===== src/rtl/alu_pkg.sv =====
// Shared definitions for the registered ALU and its downstream result FIFO.
// Holds the default widths/depths and the result-beat layout {overflow, data}.
package alu_pkg;

  localparam int unsigned ALU_DATA_WIDTH  = 32;
  localparam int unsigned FIFO_DEPTH      = 8;
  localparam int unsigned FIFO_ADDR_WIDTH = 3;
  localparam int unsigned DROP_CNT_WIDTH  = 16;

  // One ALU result beat; the FIFO stores beats in exactly this bit order.
  typedef struct packed {
    logic                      overflow;
    logic [ALU_DATA_WIDTH-1:0] data;
  } alu_beat_t;

endpackage


===== src/rtl/alu_result_fifo_if.sv =====
// Result-beat bus between the ALU, the result FIFO and its consumer.
//   i_data/i_overflow/i_valid : beat from the ALU (no backpressure)
//   i_ready                   : consumer ready
//   o_data/o_overflow/o_valid : FIFO head presented to the consumer
// slave  : the FIFO side (consumes ALU beats, drives the head)
// master : the environment side (drives ALU beats and ready, sees the head)
interface alu_result_fifo_if
  import alu_pkg::*;
#(
  parameter int unsigned DATA_WIDTH = ALU_DATA_WIDTH
);

  logic [DATA_WIDTH-1:0] i_data;
  logic                  i_overflow;
  logic                  i_valid;
  logic                  i_ready;
  logic [DATA_WIDTH-1:0] o_data;
  logic                  o_overflow;
  logic                  o_valid;

  modport slave (
    input  i_data, i_overflow, i_valid, i_ready,
    output o_data, o_overflow, o_valid
  );

  modport master (
    output i_data, i_overflow, i_valid, i_ready,
    input  o_data, o_overflow, o_valid
  );

endinterface


===== src/rtl/alu_sat_counter.sv =====
// Saturating up-counter with synchronous clear.
//   i_clk, i_rst : clock, asynchronous active-high reset
//   i_inc        : count up by one (holds at all-ones)
//   i_clr        : clear; clear together with inc yields 1
//   o_count      : current value
module alu_sat_counter #(
  parameter int unsigned WIDTH = 16
) (
  input  logic             i_clk,
  input  logic             i_rst,
  input  logic             i_inc,
  input  logic             i_clr,
  output logic [WIDTH-1:0] o_count
);

  always_ff @(posedge i_clk or posedge i_rst) begin
    if (i_rst) begin
      o_count <= '0;
    end else if (i_clr) begin
      o_count <= i_inc ? WIDTH'(1) : '0;
    end else if (i_inc && (o_count != '1)) begin
      o_count <= o_count + WIDTH'(1);
    end
  end

endmodule


===== src/rtl/alu_result_fifo.sv =====
// Result FIFO behind the registered ALU. Captures every valid ALU beat,
// presents the oldest one first-word-fall-through with valid/ready, counts
// beats lost while full (saturating) and keeps a sticky overflow flag.
//   i_clk, i_rst  : clock, asynchronous active-high reset
//   bus           : beat input from the ALU and head output to the consumer
//   i_clr_status  : synchronous clear of o_ovf_sticky and o_drop_cnt
//   o_count       : occupancy 0..DEPTH
//   o_full        : occupancy == DEPTH
//   o_ovf_sticky  : some accepted beat carried overflow=1
//   o_drop_cnt    : beats dropped while full
module alu_result_fifo
  import alu_pkg::*;
#(
  parameter int unsigned DATA_WIDTH = ALU_DATA_WIDTH,
  parameter int unsigned DEPTH      = FIFO_DEPTH,
  parameter int unsigned ADDR_WIDTH = FIFO_ADDR_WIDTH,
  parameter int unsigned DROP_WIDTH = DROP_CNT_WIDTH
) (
  input  logic                  i_clk,
  input  logic                  i_rst,
  alu_result_fifo_if.slave      bus,
  input  logic                  i_clr_status,
  output logic [ADDR_WIDTH:0]   o_count,
  output logic                  o_full,
  output logic                  o_ovf_sticky,
  output logic [DROP_WIDTH-1:0] o_drop_cnt
);

  localparam logic [ADDR_WIDTH:0] FULL_COUNT = (ADDR_WIDTH+1)'(DEPTH);

  // Entries are {overflow, data}, matching alu_beat_t.
  logic [DATA_WIDTH:0]   mem [DEPTH];
  logic [DATA_WIDTH:0]   head;
  logic [ADDR_WIDTH-1:0] rd_ptr;
  logic [ADDR_WIDTH-1:0] wr_ptr;
  logic [ADDR_WIDTH:0]   count;
  logic                  not_empty;
  logic                  full;
  logic                  pop;
  logic                  push;
  logic                  drop;

  always_comb begin
    not_empty = (count != '0);
    full      = (count == FULL_COUNT);
    pop       = not_empty & bus.i_ready;
    // A pop frees a slot in the same cycle, so a full FIFO still accepts.
    push      = bus.i_valid & (~full | pop);
    drop      = bus.i_valid & full & ~pop;
  end

  // Storage is not reset; the head is masked while empty instead.
  always_ff @(posedge i_clk) begin
    if (push) begin
      mem[wr_ptr] <= {bus.i_overflow, bus.i_data};
    end
  end

  always_ff @(posedge i_clk or posedge i_rst) begin
    if (i_rst) begin
      wr_ptr <= '0;
      rd_ptr <= '0;
      count  <= '0;
    end else begin
      if (push) begin
        wr_ptr <= wr_ptr + ADDR_WIDTH'(1);
      end
      if (pop) begin
        rd_ptr <= rd_ptr + ADDR_WIDTH'(1);
      end
      if (push && !pop) begin
        count <= count + (ADDR_WIDTH+1)'(1);
      end else if (pop && !push) begin
        count <= count - (ADDR_WIDTH+1)'(1);
      end
    end
  end

  // Set has priority over clear.
  always_ff @(posedge i_clk or posedge i_rst) begin
    if (i_rst) begin
      o_ovf_sticky <= 1'b0;
    end else if (push && bus.i_overflow) begin
      o_ovf_sticky <= 1'b1;
    end else if (i_clr_status) begin
      o_ovf_sticky <= 1'b0;
    end
  end

  alu_sat_counter #(
    .WIDTH (DROP_WIDTH)
  ) u_drop_cnt (
    .i_clk   (i_clk),
    .i_rst   (i_rst),
    .i_inc   (drop),
    .i_clr   (i_clr_status),
    .o_count (o_drop_cnt)
  );

  assign head           = mem[rd_ptr];
  assign bus.o_valid    = not_empty;
  assign bus.o_data     = not_empty ? head[DATA_WIDTH-1:0] : '0;
  assign bus.o_overflow = not_empty & head[DATA_WIDTH];
  assign o_count        = count;
  assign o_full         = full;

endmodule


===== src/flat_wrapper.sv =====
// flat-port wrapper written by rule: the top's interface ports become plain ports
module alu_result_fifo_flat import alu_pkg::*;
#(
  parameter int unsigned DATA_WIDTH = ALU_DATA_WIDTH,
  parameter int unsigned DEPTH      = FIFO_DEPTH,
  parameter int unsigned ADDR_WIDTH = FIFO_ADDR_WIDTH,
  parameter int unsigned DROP_WIDTH = DROP_CNT_WIDTH
)
  (i_clk, i_rst, i_clr_status, o_count, o_full, o_ovf_sticky, o_drop_cnt, bus_i_data, bus_i_overflow, bus_i_valid, bus_i_ready, bus_o_data, bus_o_overflow, bus_o_valid);
  alu_result_fifo_if #(.DATA_WIDTH(DATA_WIDTH)) bus_i ();
  input  logic i_clk;
  input  logic i_rst;
  input  logic i_clr_status;
  output logic [ADDR_WIDTH:0] o_count;
  output logic o_full;
  output logic o_ovf_sticky;
  output logic [DROP_WIDTH-1:0] o_drop_cnt;
  input wire logic [$bits(bus_i.i_data)-1:0] bus_i_data;
  input wire logic [$bits(bus_i.i_overflow)-1:0] bus_i_overflow;
  input wire logic [$bits(bus_i.i_valid)-1:0] bus_i_valid;
  input wire logic [$bits(bus_i.i_ready)-1:0] bus_i_ready;
  output wire logic [$bits(bus_i.o_data)-1:0] bus_o_data;
  output wire logic [$bits(bus_i.o_overflow)-1:0] bus_o_overflow;
  output wire logic [$bits(bus_i.o_valid)-1:0] bus_o_valid;
  assign bus_i.i_data = bus_i_data;
  assign bus_i.i_overflow = bus_i_overflow;
  assign bus_i.i_valid = bus_i_valid;
  assign bus_i.i_ready = bus_i_ready;
  assign bus_o_data = bus_i.o_data;
  assign bus_o_overflow = bus_i.o_overflow;
  assign bus_o_valid = bus_i.o_valid;
  alu_result_fifo #(.DATA_WIDTH(DATA_WIDTH), .DEPTH(DEPTH), .ADDR_WIDTH(ADDR_WIDTH), .DROP_WIDTH(DROP_WIDTH)) u_core (.i_clk(i_clk), .i_rst(i_rst), .bus(bus_i), .i_clr_status(i_clr_status), .o_count(o_count), .o_full(o_full), .o_ovf_sticky(o_ovf_sticky), .o_drop_cnt(o_drop_cnt));
endmodule

===== config.mk =====
export PLATFORM = sky130hd
export DESIGN_NAME = alu_result_fifo_flat
export DESIGN_NICKNAME = d
export VERILOG_FILES = /design/src/rtl/alu_pkg.sv /design/src/rtl/alu_result_fifo_if.sv /design/src/rtl/alu_sat_counter.sv /design/src/rtl/alu_result_fifo.sv /design/src/flat_wrapper.sv
export SDC_FILE = /design/constraint.sdc
export NUM_CORES = 1
export LEC_CHECK = 0
export BUFFER_PORTS_ARGS = -buffer_cell sky130_fd_sc_hd__clkbuf_2
export CELL_PAD_IN_SITES_DETAIL_PLACEMENT = 1
export CELL_PAD_IN_SITES_GLOBAL_PLACEMENT = 2
export CORE_UTILIZATION = 40
export DETAILED_ROUTE_END_ITERATION = 10
export MAX_ROUTING_LAYER = met4
export PLACE_DENSITY_LB_ADDON = 0.25
export SKIP_LAST_GASP = 1
export SLEW_MARGIN = 20
export SYNTH_ARGS = -nofsm -noshare
export SYNTH_HDL_FRONTEND = slang
export SYNTH_SLANG_ARGS = --single-unit

===== constraint.sdc =====
create_clock -name i_clk -period 4.72 [get_ports i_clk]
set_clock_uncertainty 0.05 [all_clocks]
set_input_delay 0.472 -clock i_clk [delete_from_list [all_inputs] [get_ports i_clk]]
set_output_delay 0.472 -clock i_clk [all_outputs]
set_load 0.01 [all_outputs]

==> results.md <==
* Minimum clock period at 3.46 ns
* Vias in the first global route at 6,155
* Net Count, Synth at 615
* Final #Nets at 731
* Crit Reg-Reg Endpoint: u_core.o_count[3]$_DFFE_PP0P_
* Synth Warn # at 0
* Hpwl dp at 13.7 mm
* CTS buffer count at 31
* Fin worst setup slack at 1.26 ns
* Tot Pwr at 8.17 mW
* CP Class: reg -> out
* CP endpoint kind: output port
* Rel. slew slack at 0.414
* Clk root buf: clkbuf_16
* Status: finished, final reports clean
* Post-route ant nets at 0
* Starting Density at 0.410
* Leakage power at 4.68 nW
* Row count at 61
* R2R cell count at 11
* Unrepaired setup endpoints after global routing: false
* Final setup vio count at 0
* Yosys reg bits at 291
* Crit-path max FO at 39
* FMAX at 289 MHz
* IO Port Bufs at 93
* Ports at 94
* Global-route wire length before repair at 37.2 mm
* Core Box Area at 27,900 um2
* Final hold vios at 0
* R2R Setup Slk at 1.33 ns
* Critical-path cell list: buf_12 > mux4_2 > mux2i_1 > nor2_1 > clkbuf_2
* Arrival time worst endpoint at 2.93 ns
* Worst-Skew Late Latency at 0.54 ns
* Htree depth at 1
* Seq/Total Area, Yosys at 0.752
* Clock share of power at 0.285
* Reg clk slew, reported paths at 0.06 ns
* Setup TNS at 0 ns
* Pre-antenna DRT Iters at 5
* Slowest CP cell: dfrtp_4
* Share of post-route cells with drive strength above 1 at 0.339
* Total clock sinks at 291
* Cell Area, Synth at 11,400 um2
* Psw at 2.50 mW
* Logic pwr share at 0.281
* Avg Inst Size Synth at 20.1 um2
* CTS Buffer Depth at 3
* Largest net degree at the start of global routing at 40
* Initial antenna violation count at 1
* Sw Ratio at 0.306
* RR Startpoint: u_core.o_count[0]$_DFFE_PP0P_
* Type of origin of the critical path: flip-flop
* EDFF count, synth at 264
* Setup slack at placement at 1.30 ns
* DR WL/cell at 22.5 um
* First DRT Iteration DRCs at 339
* Final Max Tran Viols at 0
* Hold WC Path Type: in -> reg
* Vias at 5,742
* Worst-Margin Slew at 0.880 ns
* Asr flop ratio synth at 0.0928
* Gpl congestion at 0.762
* P_int at 5.67 mW
* Max incr delay on CP at 0.95 ns
* Reg power frac at 0.434
* Global route overflow at 0
* Layout area overhead at 17.5%
* Die Height at 171 um
* Crit path from: u_core.rd_ptr[0]$_DFFE_PP0N_
* Fin crit share at 0.732
* Main synth FF type: edfxtp_1
* VDD IR max at 0.285 mV
* Critical Path Sink: bus_o_data[31]
* Post-synthesis cell count at 570
* Cell variety after synth at 38
* PwrDens at 607 nW/um2
* GRT Util Overall at 0.178
* # DRC at 0
* CTS tree: yes
* Max-cap violations at 0
* Full die area at 29,300 um2
* Detailed Route WL at 24.5 mm
* Critical Path RT at 4.20 ns
* Routed vias/inst at 5.27
* Die width at 171 um
cells in the mapped netlist (6+ instances only):
library cell	instances	area share
nor3_1	7	0.0031
mux2i_1	35	0.031
nand3_1	10	0.0044
xnor2_1	14	0.011
nor2_1	53	0.017
ha_1	6	0.0066
mux4_2	66	0.13
edfxtp_1	264	0.69
clkbuf_1	15	0.0049
dfrtp_1	27	0.059
buf_1	7	0.0023
nand2_1	13	0.0043
inv_1	7	0.0023
kinds of logic after synthesis:
group / count (synthesis) / share of synthesized area
buf+inv: 32 / 0.0108
flops: 291 / 0.752
fa+ha+maj: 7 / 0.00831
xor+xnor: 16 / 0.0122
mux: 106 / 0.166
compound gates: 9 / 0.00481
simple gates: 109 / 0.0460
how the worst min path moves through the flow:
stage / from / end / slack [ns] / cells past startpoint
finish: bus_i_data[26] / u_core.mem[5][26]$_DFFE_PP_ / 0.15 / 1
global route: bus_i_data[26] / u_core.mem[1][26]$_DFFE_PP_ / 0.15 / 1
CTS: bus_i_data[25] / u_core.mem[2][25]$_DFFE_PP_ / 0.13 / 1
detailed placement: u_core.o_count[3]$_DFFE_PP0P_ / u_core.o_count[3]$_DFFE_PP0P_ / 0.48 / 1
global placement: u_core.o_count[3]$_DFFE_PP0P_ / u_core.o_count[3]$_DFFE_PP0P_ / 0.46 / 1
floorplan: i_rst / u_core.o_count[0]$_DFFE_PP0P_ / 0.47 / 1
per-layer routing:
metal  track usage  vias to the layer above  wire [um]
li1              -                     2534          -
met1         0.239                     3056      11100
met2         0.285                      111      12000
met3        0.0261                       41        782
met4        0.0470                        0        654
met5             -                        -          0
layout make-up:
type                       instances  area (um2)
fill                            2619       14500
sequential                       291        8610
multi-input combinational        247        2770
clock buffer                      35         791
timing repair buffer             108         593
tap                              378         473
clock inverter                    22         185
inverter                           7        26.3
antenna                            1        2.50
power by group through the flow:
stage	Sequential, mW	Clock (mW)	Combinational, mW
finish	3.55	2.33	2.30
global route	3.60	2.47	2.51
CTS	3.56	2.38	2.37
detailed placement	3.62	0	2.36
global placement	3.58	0	2.32
floorplan	3.38	0	1.67
placed cells by master (no fill, tap or decap), types with 2 or more instances in the layout:
| master | synthesis | routed |
|---|---|---|
| mux2_2 | 3 | 3 |
| or4b_4 | 2 | 2 |
| a21oi_1 | 2 | 2 |
| dfrtp_1 | 27 | 24 |
| mux4_2 | 66 | 66 |
| nand3_1 | 10 | 10 |
| mux2i_1 | 35 | 35 |
| clkbuf_16 | 0 | 31 |
| xor2_1 | 2 | 2 |
| nor2_1 | 53 | 50 |
| dfrtp_2 | 0 | 2 |
| nand4_1 | 3 | 3 |
| nand2_1 | 13 | 13 |
| clkinvlp_4 | 0 | 3 |
| bufinv_16 | 0 | 3 |
| buf_4 | 0 | 13 |
| edfxtp_1 | 264 | 264 |
| mux2_4 | 2 | 2 |
| nor3_1 | 7 | 3 |
| clkbuf_2 | 0 | 93 |
| nor4_2 | 0 | 2 |
| clkinv_2 | 0 | 10 |
| nor3_2 | 1 | 5 |
| nor2_4 | 0 | 3 |
| o21ai_0 | 2 | 2 |
| clkinv_1 | 0 | 6 |
| nand2b_1 | 3 | 3 |
| clkbuf_1 | 15 | 4 |
| ha_1 | 6 | 6 |
| nor4_1 | 5 | 3 |
| nor2b_1 | 3 | 3 |
| nor3b_1 | 3 | 3 |
| inv_1 | 7 | 6 |
| xnor2_1 | 14 | 14 |
stage by stage:
step / hold WS [ns] / util / instances / instance area [um2]
after floorplan: 0.467 / - / 570 / 11400
after global placement: 0.461 / 0.446 / 1030 / 12500
after detailed placement: 0.478 / 0.446 / 1030 / 12500
after CTS: 0.132 / 0.481 / 1087 / 13400
after global routing: 0.155 / 0.482 / 1089 / 13500
final: 0.148 / 0.482 / 1089 / 13500
timing repair:
action / CTS / global route
gates resized for setup: 0 / 0
endpoints found under the hold margin: 0 / 27
hold buffers: 0 / 1
buffers inserted: 0 / 0
setup endpoints to repair: 0 / 0
worst max-delay path, delay by kind of cell, from the launching register on:
family        cells  cell delay, ns
mux               2            0.82
simple gates      1            0.08
flops             1            0.95
buf+inv           2            0.50
registers in the layout (all words and copies together), names as in the netlist:
signal and cells:
u_core.mem 264, u_core.o_count 4, u_core.o_ovf_sticky 1, u_core.rd_ptr 3
u_core.u_drop_cnt.o_count 16, u_core.wr_ptr 3
No activity file was read; power rests on OpenSTA's default activity.
